$ cat config.mk
export PLATFORM = sky130hd
export DESIGN_NAME = bm_pos_interlock_mc_flat
export DESIGN_NICKNAME = d
export VERILOG_FILES = /design/src/rtl/bm_pos_interlock_mc_if.sv /design/src/rtl/bm_pos_interlock_mc.sv /design/src/flat_wrapper.sv
export SDC_FILE = /design/constraint.sdc
export NUM_CORES = 1
export LEC_CHECK = 0
export ABC_AREA = 0
export ABC_CLOCK_PERIOD_IN_PS = 2700
export CAP_MARGIN = 5
export CORE_ASPECT_RATIO = 0.9
export CORE_UTILIZATION = 41
export DETAILED_ROUTE_END_ITERATION = 7
export GPL_TIMING_DRIVEN = 1
export PLACE_DENSITY = 0.77
export SYNTH_ARGS = -nofsm -noshare
export SYNTH_HDL_FRONTEND = slang
export SYNTH_SLANG_ARGS = --single-unit
export TNS_END_PERCENT = 1
$ cat constraint.sdc
create_clock -name clk -period 2.7 [get_ports clk]
set_input_delay 0.54 -clock clk [delete_from_list [all_inputs] [get_ports clk]]
set_output_delay 0.54 -clock clk [all_outputs]
set_load 0.05 [all_outputs]
$ cat src/rtl/bm_pos_interlock_mc_if.sv
// Bus bundle for bm_pos_interlock_mc: BPM sample stream, envelope/vote configuration and interlock status.
interface bm_pos_interlock_mc_if #(
  parameter int unsigned DW = 32,
  parameter int unsigned AW = 10,
  parameter int unsigned CW = 16
);
  logic                 frame_trig;
  logic                 valid;
  logic signed [DW-1:0] x;
  logic signed [DW-1:0] y;
  logic [AW-1:0]        addr;
  logic                 mask;
  logic signed [DW-1:0] x_hi;
  logic signed [DW-1:0] x_lo;
  logic signed [DW-1:0] y_hi;
  logic signed [DW-1:0] y_lo;
  logic [AW-1:0]        vote_thr;
  logic                 clear_latch;

  logic                 il_sum;
  logic [AW-1:0]        frame_err_cnt;
  logic                 trip;
  logic [AW-1:0]        first_addr;
  logic [3:0]           first_cause;
  logic [CW-1:0]        x_env_cnt;
  logic [CW-1:0]        y_env_cnt;
  logic                 overrun;

  modport master (
    output frame_trig, valid, x, y, addr, mask, x_hi, x_lo, y_hi, y_lo, vote_thr, clear_latch,
    input  il_sum, frame_err_cnt, trip, first_addr, first_cause, x_env_cnt, y_env_cnt, overrun
  );

  modport slave (
    input  frame_trig, valid, x, y, addr, mask, x_hi, x_lo, y_hi, y_lo, vote_thr, clear_latch,
    output il_sum, frame_err_cnt, trip, first_addr, first_cause, x_env_cnt, y_env_cnt, overrun
  );
endinterface

$ cat src/rtl/bm_pos_interlock_mc.sv
// BPM position interlock: per-sample envelope check, per-frame fault voting and latched beam-dump request.
// Optional macro BM_ZERO_DETECT_EN: treat a y reading of exactly zero as a fault (cause 4'b1111).
module bm_pos_interlock_mc #(
  parameter int unsigned DW = 32,
  parameter int unsigned AW = 10,
  parameter int unsigned CW = 16
) (
  input logic                  clk,
  input logic                  reset,
  bm_pos_interlock_mc_if.slave bus
);
  typedef enum logic [1:0] {IDLE, ACCUM, EVAL, TRIPPED} state_t;

  localparam logic [AW-1:0] CNT_MAX = '1;
  localparam logic [CW-1:0] ENV_MAX = '1;

  state_t        r_state;
  logic          r_valid_q;
  logic          r_seen;
  logic [AW-1:0] r_cnt;
  logic [AW-1:0] r_shadow_addr;
  logic [3:0]    r_shadow_cause;
  logic          r_il_sum;
  logic          r_trip;
  logic          r_overrun;
  logic [AW-1:0] r_frame_err_cnt;
  logic [AW-1:0] r_first_addr;
  logic [3:0]    r_first_cause;
  logic [CW-1:0] r_x_env;
  logic [CW-1:0] r_y_env;

  logic signed [DW-1:0] w_x;
  logic signed [DW-1:0] w_y;
  logic       w_qual;
  logic [3:0] w_cause;
  logic       w_fault;
  logic       w_x_out;
  logic       w_y_out;
  logic       w_fall;
  logic       w_hit;

  assign w_x = bus.x;
  assign w_y = bus.y;

  // Sample classification; envelope counters use the open interval, the interlock uses inclusive limits.
  always_comb begin
    w_qual  = bus.valid & bus.mask;
    w_cause = {(w_y <= bus.y_lo), (w_y >= bus.y_hi), (w_x <= bus.x_lo), (w_x >= bus.x_hi)};
    w_fault = w_qual & (|w_cause);
`ifdef BM_ZERO_DETECT_EN
    if (w_y == '0) begin
      w_cause = 4'b1111;
      w_fault = w_qual;
    end
`endif
    w_x_out = w_qual & ((w_x > bus.x_hi) | (w_x < bus.x_lo));
    w_y_out = w_qual & ((w_y > bus.y_hi) | (w_y < bus.y_lo));
    w_fall  = r_valid_q & ~bus.valid;
    w_hit   = (bus.vote_thr != '0) & (r_cnt >= bus.vote_thr);
  end

  always_ff @(posedge clk or posedge reset) begin
    if (reset) begin
      r_state         <= IDLE;
      r_valid_q       <= 1'b0;
      r_seen          <= 1'b0;
      r_cnt           <= '0;
      r_shadow_addr   <= '0;
      r_shadow_cause  <= '0;
      r_il_sum        <= 1'b0;
      r_trip          <= 1'b0;
      r_overrun       <= 1'b0;
      r_frame_err_cnt <= '0;
      r_first_addr    <= '0;
      r_first_cause   <= '0;
      r_x_env         <= '0;
      r_y_env         <= '0;
    end else begin
      r_il_sum  <= w_fault;
      r_valid_q <= bus.valid;
      if (w_x_out && (r_x_env != ENV_MAX)) r_x_env <= r_x_env + CW'(1);
      if (w_y_out && (r_y_env != ENV_MAX)) r_y_env <= r_y_env + CW'(1);

      if (bus.clear_latch) begin
        // Clear wins over a trip decided this cycle, but the frame count still lands.
        r_trip        <= 1'b0;
        r_first_addr  <= '0;
        r_first_cause <= '0;
        r_state       <= IDLE;
        if (r_state == EVAL) r_frame_err_cnt <= r_cnt;
      end else begin
        case (r_state)
          IDLE, TRIPPED: begin
            if (bus.frame_trig) begin
              r_state <= ACCUM;
              r_cnt   <= '0;
              r_seen  <= 1'b0;
            end
          end
          ACCUM: begin
            if (bus.frame_trig) begin
              r_overrun <= 1'b1;
              r_cnt     <= '0;
              r_seen    <= 1'b0;
            end else begin
              if (w_fault) begin
                if (r_cnt != CNT_MAX) r_cnt <= r_cnt + AW'(1);
                if (!r_seen) begin
                  r_seen         <= 1'b1;
                  r_shadow_addr  <= bus.addr;
                  r_shadow_cause <= w_cause;
                end
              end
              if (w_fall) r_state <= EVAL;
            end
          end
          EVAL: begin
            r_frame_err_cnt <= r_cnt;
            if (w_hit && !r_trip) begin
              r_trip        <= 1'b1;
              r_first_addr  <= r_shadow_addr;
              r_first_cause <= r_shadow_cause;
            end
            // Once latched, frames keep cycling through TRIPPED until cleared.
            if (bus.frame_trig) begin
              r_state <= ACCUM;
              r_cnt   <= '0;
              r_seen  <= 1'b0;
            end else if (w_hit || r_trip) begin
              r_state <= TRIPPED;
            end else begin
              r_state <= IDLE;
            end
          end
          default: r_state <= IDLE;
        endcase
      end
    end
  end

  assign bus.il_sum        = r_il_sum;
  assign bus.frame_err_cnt = r_frame_err_cnt;
  assign bus.trip          = r_trip;
  assign bus.first_addr    = r_first_addr;
  assign bus.first_cause   = r_first_cause;
  assign bus.x_env_cnt     = r_x_env;
  assign bus.y_env_cnt     = r_y_env;
  assign bus.overrun       = r_overrun;
endmodule

$ cat src/flat_wrapper.sv
// flat-port wrapper written by rule: the top's interface ports become plain ports
module bm_pos_interlock_mc_flat 
#(
  parameter int unsigned DW = 32,
  parameter int unsigned AW = 10,
  parameter int unsigned CW = 16
)
  (clk, reset, bus_frame_trig, bus_valid, bus_x, bus_y, bus_addr, bus_mask, bus_x_hi, bus_x_lo, bus_y_hi, bus_y_lo, bus_vote_thr, bus_clear_latch, bus_il_sum, bus_frame_err_cnt, bus_trip, bus_first_addr, bus_first_cause, bus_x_env_cnt, bus_y_env_cnt, bus_overrun);
  bm_pos_interlock_mc_if #(.DW(DW), .AW(AW), .CW(CW)) bus_i ();
  input logic clk;
  input logic reset;
  input wire logic [$bits(bus_i.frame_trig)-1:0] bus_frame_trig;
  input wire logic [$bits(bus_i.valid)-1:0] bus_valid;
  input wire logic [$bits(bus_i.x)-1:0] bus_x;
  input wire logic [$bits(bus_i.y)-1:0] bus_y;
  input wire logic [$bits(bus_i.addr)-1:0] bus_addr;
  input wire logic [$bits(bus_i.mask)-1:0] bus_mask;
  input wire logic [$bits(bus_i.x_hi)-1:0] bus_x_hi;
  input wire logic [$bits(bus_i.x_lo)-1:0] bus_x_lo;
  input wire logic [$bits(bus_i.y_hi)-1:0] bus_y_hi;
  input wire logic [$bits(bus_i.y_lo)-1:0] bus_y_lo;
  input wire logic [$bits(bus_i.vote_thr)-1:0] bus_vote_thr;
  input wire logic [$bits(bus_i.clear_latch)-1:0] bus_clear_latch;
  output wire logic [$bits(bus_i.il_sum)-1:0] bus_il_sum;
  output wire logic [$bits(bus_i.frame_err_cnt)-1:0] bus_frame_err_cnt;
  output wire logic [$bits(bus_i.trip)-1:0] bus_trip;
  output wire logic [$bits(bus_i.first_addr)-1:0] bus_first_addr;
  output wire logic [$bits(bus_i.first_cause)-1:0] bus_first_cause;
  output wire logic [$bits(bus_i.x_env_cnt)-1:0] bus_x_env_cnt;
  output wire logic [$bits(bus_i.y_env_cnt)-1:0] bus_y_env_cnt;
  output wire logic [$bits(bus_i.overrun)-1:0] bus_overrun;
  assign bus_i.frame_trig = bus_frame_trig;
  assign bus_i.valid = bus_valid;
  assign bus_i.x = bus_x;
  assign bus_i.y = bus_y;
  assign bus_i.addr = bus_addr;
  assign bus_i.mask = bus_mask;
  assign bus_i.x_hi = bus_x_hi;
  assign bus_i.x_lo = bus_x_lo;
  assign bus_i.y_hi = bus_y_hi;
  assign bus_i.y_lo = bus_y_lo;
  assign bus_i.vote_thr = bus_vote_thr;
  assign bus_i.clear_latch = bus_clear_latch;
  assign bus_il_sum = bus_i.il_sum;
  assign bus_frame_err_cnt = bus_i.frame_err_cnt;
  assign bus_trip = bus_i.trip;
  assign bus_first_addr = bus_i.first_addr;
  assign bus_first_cause = bus_i.first_cause;
  assign bus_x_env_cnt = bus_i.x_env_cnt;
  assign bus_y_env_cnt = bus_i.y_env_cnt;
  assign bus_overrun = bus_i.overrun;
  bm_pos_interlock_mc #(.DW(DW), .AW(AW), .CW(CW)) u_core (.clk(clk), .reset(reset), .bus(bus_i));
endmodule
**After elaboration in Yosys (flattened, before gate mapping)**

Cells that the tools add are included.

- Bits in registers: 87
- Output and inout bits: 59
- Logic and storage cells: 93

- Add/sub/neg operators: 3
- Order comparisons: 9
- Eq/ne operators: 12
- Muxes and demuxes: 25
- Bitwise gates (word level): 12
- Reductions and logical operators: 18

Operators by type and width:

| cell | number |
|---|---|
| 10-bit two-way mux | 7 |
| 32-bit >= comparator | 2 |
| 32-bit greater-than comparator | 2 |
| 32-bit <= comparator | 2 |
| 32-bit less-than comparator | 2 |
| 16-bit by 1-bit adder with 16-bit output, second input constant | 2 |
| 16-bit != test, second input constant | 2 |
| 10-bit case mux with 2 select lines | 1 |
| 2-bit two-way mux | 6 |
| 4-bit two-way mux | 3 |
| 10-bit by 1-bit adder with 10-bit output, second input constant | 1 |
| 10-bit >= comparator | 1 |
| 10-bit != test, second input constant | 1 |
| 10-bit nonzero test | 1 |
| 3-bit by 2-bit != test with 1-bit output, second input constant | 3 |
| 3-bit AND reduction | 3 |
| 1-bit AND | 6 |
| 1-bit two-way mux | 6 |
| 3-bit != test, second input constant | 2 |
| 2-bit case mux with 3 select lines | 1 |
| 5-bit AND reduction | 1 |
| 2-bit == test, second input constant | 2 |
| 1-bit NOT | 4 |
| 4-bit AND reduction | 1 |
| other kinds (13) | 17 |

**Depth between registers and ports, before layout**

Gate-level depths: netlist (run 1).

- Depth in word-level cells: 7
- Depth in mapped cells: 13
- Mapped depth without buffers: 11

**Least setup slack after synthesis (run 1)**

No wires, ideal clock.

- Path kind: input port to flip-flop
- Start point: in bus_y_hi[25]
- End point: reg u_core.r_shadow_addr[1]
- Data arrival time: 3.400 ns
- Data required time: 2.575 ns
- Setup slack: -0.825 ns
- Cell stages on the path: 13
- Buffers on the path: 2
- Path through: inv_1 > ha_1 > a21o_1 > a221o_1 > a221oi_2 > o21ai_1 > o21a_1 > or3_1 > or4_1 > buf_2 > nand3_4 > buf_12 > mux2_4

- Longest elaborated chain between the ends: 4

RTL lines:

| what | line | source |
|---|---|---|
| start: declaration | flat_wrapper.sv:20 | `input wire logic [$bits(bus_i.y_hi)-1:0] bus_y_hi;` |
| 32-bit >= comparator | bm_pos_interlock_mc.sv:48 | `w_cause = {(w_y <= bus.y_lo), (w_y >= bus.y_hi), (w_x <= bus.x_lo), (w_x >= bus.x_hi)};` |
| 4-bit OR reduction | bm_pos_interlock_mc.sv:49 | `w_fault = w_qual & (\|w_cause);` |
| 1-bit AND | bm_pos_interlock_mc.sv:49 |  |
| 5-bit AND reduction (no line) | -- |  |
| end signal: assignment | bm_pos_interlock_mc.sv:110 | `r_shadow_addr <= bus.addr;` |
| end: declaration | bm_pos_interlock_mc.sv:21 | `logic [AW-1:0] r_shadow_addr;` |

No other way between the ends.
A chain may end at the register's enable or synchronous reset.

**Worst setup path in the final report (run 1)**

- Start point: in bus_x[12]
- End point: reg u_core.r_shadow_addr[2]

- Longest elaborated chain between the ends: 4
- Elaborated cells on any way between the ends: 5
- Those cells by class: order compare (2); bitwise (1); reduce/logical (2)

RTL lines:

| what | line | source |
|---|---|---|
| start: declaration | flat_wrapper.sv:14 | `input wire logic [$bits(bus_i.x)-1:0] bus_x;` |
| 32-bit >= comparator / 32-bit <= comparator (equally long branches) | bm_pos_interlock_mc.sv:48 |  |
| 4-bit OR reduction * | bm_pos_interlock_mc.sv:49 |  |
| 1-bit AND * | bm_pos_interlock_mc.sv:49 |  |
| 5-bit AND reduction (no line) * | -- |  |

Every way passes the cells marked *; elsewhere a longest branch is shown, timed or not.

==> results of run 1 <==
sequential cells by signal (all words and copies together) (netlist names):
signal	count
u_core.r_shadow_addr	10
u_core.bus.y_env_cnt	16
u_core.r_valid_q	1
u_core.bus.first_addr	10
u_core.r_state	2
u_core.bus.x_env_cnt	16
u_core.bus.frame_err_cnt	10
u_core.r_seen	1
u_core.bus.first_cause	4
u_core.r_shadow_cause	4
u_core.bus.overrun	1
u_core.bus.il_sum	1
u_core.r_cnt	10
u_core.bus.trip	1
timing repair:
item	CTS	global route
setup buffers	18	5
hold endpoints to repair	0	0
resized for setup	352	187
hold buffers	0	0
pin swaps	130	86
setup endpoints to repair	58	74
worst register-to-register path: stages, from the launching register on:
cell	delay [ns]
dfrtp_1	0.42
and3_1	0.22
and3_1	0.20
and2_1	0.18
and4_1	0.21
and2_1	0.18
a41o_1	0.27
a211o_2	0.39
nor2_1	0.15
xor2_1	0.16
cells in the final DEF, fill, tap and decap left out, types with 13 or more instances in the layout:
master | synthesis | final
nand4_1 | 38 | 38
xnor2_1 | 22 | 22
a21oi_2 | 0 | 15
mux2i_1 | 15 | 15
a21o_1 | 23 | 23
ha_1 | 143 | 53
clkbuf_2 | 1 | 20
mux2_2 | 17 | 13
buf_4 | 0 | 101
mux2_4 | 10 | 14
ha_4 | 0 | 85
buf_2 | 2 | 16
nor2_1 | 41 | 37
nand2_1 | 33 | 28
inv_1 | 154 | 74
clkdlybuf4s50_1 | 0 | 122
inv_2 | 0 | 74
dlygate4sd2_1 | 0 | 52
nand3_1 | 49 | 49
a21oi_1 | 48 | 31
dlymetal6s2s_1 | 0 | 49
dfrtp_1 | 87 | 87
buf_6 | 0 | 16
routing by layer:
layer / global-route usage / up-vias
met5: 0 / -
met4: 0.117 / 0
met3: 0.0668 / 84
met2: 0.488 / 312
met1: 0.304 / 3676
li1: - / 3685
report_power, final:
part	switching [mW]	internal, mW
clock	0.515	0.623
combinational	1.40	1.28
sequential	0.224	1.56
total	2.14	3.46
layout make-up:
class | instances | share of cell area
multi-input cells | 570 | 0.469
flip-flops and latches | 87 | 0.166
inverters | 154 | 0.0453
diodes | 2 | 0.000381
well taps | 240 | 0.0229
clock inverters | 7 | 0.00381
clock buffers | 9 | 0.0171
repair buffers | 392 | 0.276
cells by family (layout without fill, tap and decap cells):
logic type	Yosys count	in the layout	synth area share
multiplexers	42	42	0.0661
AND/OR/NAND/NOR	215	215	0.152
flip-flops	87	87	0.293
adder cells (fa/ha/maj)	143	143	0.241
buffers and inverters	167	562	0.0870
AO/OA/AOI/OAI	138	138	0.124
XOR/XNOR	32	32	0.0377
other	0	2	0
how the worst max path moves through the flow:
| stage | cells past startpoint | to | startpoint |
|---|---|---|---|
| 2_1_floorplan | 12 | u_core.r_shadow_addr[1] | bus_y[14] |
| 3_3_place_gp | 11 | u_core.r_shadow_addr[0] | bus_y[14] |
| 3_5_place_dp | 11 | u_core.r_shadow_cause[1] | bus_y[14] |
| 4_1_cts | 13 | u_core.r_shadow_cause[0] | bus_y_hi[25] |
| 5_1_grt | 13 | u_core.r_shadow_addr[2] | bus_x[12] |
| 6_report | 13 | u_core.r_shadow_addr[2] | bus_x[12] |
==> impl_metrics.py, run 1 <==
metrics = {
    "route": {
        "vias": 7757,
        "drt_iter0_drc": 283,
        "via_per_inst": 5.31,
        "wire_per_inst_um": 18.2,
        "wl_met1_um": 10200,
        "drc": 0,
        "first_pass_iters": 5,
        "wl_um": 26600,
        "top_layer_used": "met4",
        "ant_nets": 0,
        "wl_met3_um": 1620,
        "wl_met2_um": 13600,
    },
    "global_route": {
        "grt_pass1_wl_um": 39300,
        "grt_usage": 0.271,
        "globalRoute.totalOverflow": 0,
        "grt_start_max_net_pins": 44,
        "antenna_found_initial": 1,
        "grt_pass1_vias": 8127,
    },
    "worst_hold_path": {
        "whs_endpoint": "u_core.bus.overrun",
        "min_path_type": "reg2reg",
        "hold_depth": 1,
        "min_from": "u_core.bus.overrun",
    },
    "timing": {
        "worstMarginPinSlew_ns": 0.603,
        "fin_tns_setup_ns": -26.03,
        "rsz0062_at_grt": "true",
        "timing.final.crit_period_ns": 3.46,
        "setup_viol": 58,
        "finalMaxSlewViolations": 0,
        "hold_slack_ns": 0.466,
        "fin_ws_ns": -0.757,
        "hold_viol": 0,
        "slew_headroom": 0.597,
        "finClkSkew_ns": 0.00671,
        "clock.fmax_mhz": 289,
        "fin_crit_sh": 1.28,
    },
    "yosys": {
        "synth_most_common_cell": "inv_1",
        "async_flop_share": 1.00,
        "syn-num-nets": 1185,
        "synth_area_per_cell_sq_um": 9.03,
        "synth_seq_area_share": 0.293,
        "yosysTopAreaCell": "dfrtp_1",
        "synth_ff_type": "dfrtp_1",
        "synth_cells": 824,
        "yosys_warnings": 0,
        "synth_edf_count": 0,
        "synth_common_cells": "154 x inv_1, 143 x ha_1, 87 x dfrtp_1",
        "yosys-top-cells-area": "dfrtp_1 29%, ha_1 24%, inv_1 7.8%, nand3_1 3.3%, a21oi_1 3.2%",
        "synth_cell_types": 56,
        "synth_top_cell_area_share": 0.293,
        "synth-seq-cells": 87,
        "syn-cell-area_sq_um": 7440,
    },
    "cells_and_area": {
        "synthToLayoutAreaGrowth_pct": 76.6,
        "fin_util": 0.744,
        "stdcell_count": 1461,
        "seqCellArea_sq_um": 2180,
        "final_layout_size_suffix_gt1_frac": 0.364,
        "nets": 1575,
        "fill_cells": 1202,
        "multi_input_area_sq_um": 6160,
        "final_design_area_no_fill_sq_um": 13100,
    },
    "place": {
        "gp_congestion": 0.887,
        "dpl.hpwl_um": 18700,
        "placed_cells": 1420,
        "dp_slack_ns": -1.50,
        "io_buffers": 276,
        "dpl-instance-area_sq_um": 11300,
    },
    "critical_path": {
        "cp_slowest_cell": "or4_4",
        "crit_family": "simple AND/OR/NAND/NOR gates",
        "path_class": "in2reg",
        "reg2reg_depth": 9,
        "cp_data_required_time_ns": 2.92,
        "rrSetupSlack_ns": 0.25,
        "crit_fanout": 7,
        "cpPeakStageDelay_ns": 0.57,
        "cp_common_cell": "buf_4",
        "cp-start-kind": "input pin",
        "rr_endpoint": "u_core.bus.y_env_cnt[6]",
        "crit_buf_inv": 4,
        "critical_path.cell_chain": "dlygate4sd2_1 > buf_4 > ha_4 > nand4_1 > buf_4 > a21oi_1 > o31ai_4 > o2bb2ai_2 > a21o_1 > or4_4 > nand3_4 > buf_12 > mux2_4",
        "crit_arrival_ns": 3.68,
        "endpoint_kind": "flop",
        "r2r_start": "u_core.bus.y_env_cnt[5]",
    },
    "cts": {
        "insertion_delay_ns": 0.33,
        "htreeDepth": 3,
        "root_buffer": "clkbuf_16",
        "cts_tree": "yes",
        "cts_sinks": 87,
        "cts_buffer_depth": 2,
        "clk_pin_slew_ns": 0.06,
        "cts_buffers": 9,
    },
    "floorplanning": {
        "coreArea_sq_um": 17700,
        "die_area_sq_um": 18700,
        "ios": 277,
        "die_w_um": 144,
        "start_util": 0.421,
        "rows": 46,
        "die_h_um": 130,
    },
    "power_and_ir_drop": {
        "p_leak_nw": 6.40,
        "ir_drop_uv": 296,
        "powerDensity_nw_per_um2": 427,
        "finalPower_mw": 5.61,
    },
    "run_status": {
        "status": "complete, but fails checks",
        "violations": "setup timing",
    },
    "run": {
        "drv_cap": 0,
    },
}
Power figures use the tool's default switching activity.
==> run 2: changes to the inputs <==
--- a/config.mk
+++ b/config.mk
@@ -8,7 +8,7 @@
 export ABC_AREA = 0
 export ABC_CLOCK_PERIOD_IN_PS = 2700
 export CAP_MARGIN = 5
-export CORE_ASPECT_RATIO = 0.9
+export CORE_ASPECT_RATIO = 1.4
 export CORE_UTILIZATION = 41
 export DETAILED_ROUTE_END_ITERATION = 7
 export GPL_TIMING_DRIVEN = 1
==> run 2 against run 1 <==
The run still ends with setup timing left. Sequential power hardly changed. Utilization down 2.1 points. Hold slack better by 0.0039 ns. Sequential share of layout area is 0.60 points higher. Clock-buffer cell count increased by 1. Register-to-register slack worse by 0.09 ns. Cell area shrank 3.5%. Clock power increased by 21%. Critical path type unchanged.
==> impl_metrics.py, run 2 (same netlist as run 1, synthesis figures left out) <==
metrics = {
    "place": {
        "io_buffers": 276,
        "dp_slack_ns": -1.60,
        "dpl.hpwl_um": 18800,
        "gp_congestion": 0.881,
        "placed_cells": 1410,
        "dpl-instance-area_sq_um": 11300,
    },
    "global_route": {
        "antenna_found_initial": 2,
        "grt_usage": 0.271,
        "grt_pass1_wl_um": 39500,
        "grt_pass1_vias": 8491,
        "grt_start_max_net_pins": 88,
        "globalRoute.totalOverflow": 0,
    },
    "floorplanning": {
        "ios": 277,
        "die_h_um": 161,
        "die_area_sq_um": 18700,
        "die_w_um": 116,
        "rows": 57,
        "start_util": 0.424,
        "coreArea_sq_um": 17500,
    },
    "route": {
        "ant_nets": 0,
        "drt_iter0_drc": 301,
        "vias": 7685,
        "drc": 0,
        "wire_per_inst_um": 17.4,
        "wl_um": 25200,
        "first_pass_iters": 4,
        "via_per_inst": 5.31,
    },
    "critical_path": {
        "rr_endpoint": "u_core.bus.y_env_cnt[14]",
        "crit_end": "u_core.r_cnt[3]",
        "r2r_start": "u_core.bus.y_env_cnt[5]",
        "crit_arrival_ns": 3.64,
        "crit_fanout": 8,
        "cp-start-kind": "input pin",
        "cp_data_required_time_ns": 2.95,
        "rrSetupSlack_ns": 0.16,
        "endpoint_kind": "flop",
        "reg2reg_depth": 9,
        "startpoint": "bus_x_hi[5]",
        "path_class": "in2reg",
    },
    "power_and_ir_drop": {
        "p_leak_nw": 6.04,
        "powerDensity_nw_per_um2": 456,
        "finalPower_mw": 5.78,
        "ir_drop_uv": 366,
    },
    "worst_hold_path": {
        "min_path_type": "reg2reg",
        "hold_depth": 1,
    },
    "cts": {
        "root_buffer": "clkbuf_16",
        "cts_buffer_depth": 2,
        "ctsHoldBuffers": 0,
        "cts_tree": "yes",
        "insertion_delay_ns": 0.33,
        "cts_buffers": 9,
        "clk_pin_slew_ns": 0.07,
        "htreeDepth": 3,
        "cts_sinks": 87,
    },
    "timing": {
        "setup_viol": 58,
        "hold_slack_ns": 0.470,
        "slew_headroom": 0.596,
        "fin_ws_ns": -0.694,
        "finalMaxSlewViolations": 0,
        "rsz0062_at_grt": "true",
        "fin_tns_setup_ns": -28.56,
        "hold_viol": 0,
        "timing.final.crit_period_ns": 3.39,
        "worstMarginPinSlew_ns": 0.605,
        "fin_crit_sh": 1.26,
        "finClkSkew_ns": 0.0115,
        "clock.fmax_mhz": 295,
    },
    "run_status": {
        "status": "complete, but fails checks",
        "violations": "setup timing",
    },
    "cells_and_area": {
        "final_layout_size_suffix_gt1_frac": 0.293,
        "stdcell_count": 1448,
        "mostFrequentLayoutCell": "clkdlybuf4s50_1",
        "fill_cells": 1270,
        "fin_util": 0.723,
        "nets": 1566,
        "final_design_area_no_fill_sq_um": 12700,
        "synthToLayoutAreaGrowth_pct": 70.5,
        "final_cell_mix": "170 x clkdlybuf4s50_1, 101 x inv_1, 95 x buf_4, 87 x dfrtp_1, 79 x ha_1",
    },
    "run": {
        "drv_cap": 0,
    },
}
==> run 2: changes by cell type in the layout (fill, tap and decap cells not counted), moves of 5 or more <==
cell and delta:
inv_2 -24, buf_6 -5, ha_1 +26, buf_4 -6
clkdlybuf4s15_1 +6, dlymetal6s2s_1 -37, ha_4 -25, clkbuf_2 -20
inv_1 +27, clkdlybuf4s50_1 +48
==> run 2: power breakdown <==
part | switching (mW) | total, mW | internal (mW)
registers | 0.212 | 1.77 | 1.56
clock network | 0.529 | 1.38 | 0.851
logic | 1.38 | 2.63 | 1.24
total | 2.13 | 5.78 | 3.66
==> run 2: cell type report <==
cell class | count | area, sq um | share of cell area
flip-flops and latches | 87 | 2180 | 0.172
multi-input cells | 571 | 5770 | 0.455
repair buffers | 382 | 3510 | 0.277
clock buffers | 10 | 239 | 0.0189
well taps | 236 | 295 | 0.0233
diodes | 2 | 5.00 | 0.000395
clock inverters | 6 | 97.6 | 0.00770
inverters | 154 | 587 | 0.0463
==> run 2: repair_timing <==
action | in CTS | in global routing
cloned | 1 | 0
buffers inserted | 18 | 2
setup endpoints to repair | 58 | 73
pin swaps | 122 | 36
resized for setup | 336 | 44
==> run 2: routing by layer <==
layer	part of all wire	GRT usage
met1	0.35	0.263
met2	0.54	0.518
met3	0.054	0.0578
met4	0.058	0.150
met5	0	0
==> run 2: critical path: stages <==
cell and delay, ns:
clkdlybuf4s50_1 0.47, inv_1 0.05, ha_1 0.31, a21oi_1 0.14, o21ai_0 0.09, a22o_1 0.22, o41ai_4 0.34, and3_4 0.27
a31oi_4 0.09, or4_4 0.55, buf_6 0.15, a31o_4 0.24, o211ai_1 0.18
==> run 2: worst min-delay path by stage <==
stage	to	slack [ns]	from
4_1_cts	u_core.bus.overrun	0.47	u_core.bus.overrun
5_1_grt	u_core.bus.overrun	0.48	u_core.bus.overrun
3_5_place_dp	u_core.bus.overrun	0.46	u_core.bus.overrun
6_report	u_core.bus.overrun	0.47	u_core.bus.overrun
2_1_floorplan	u_core.r_seen	0.46	u_core.r_seen
3_3_place_gp	u_core.bus.overrun	0.45	u_core.bus.overrun
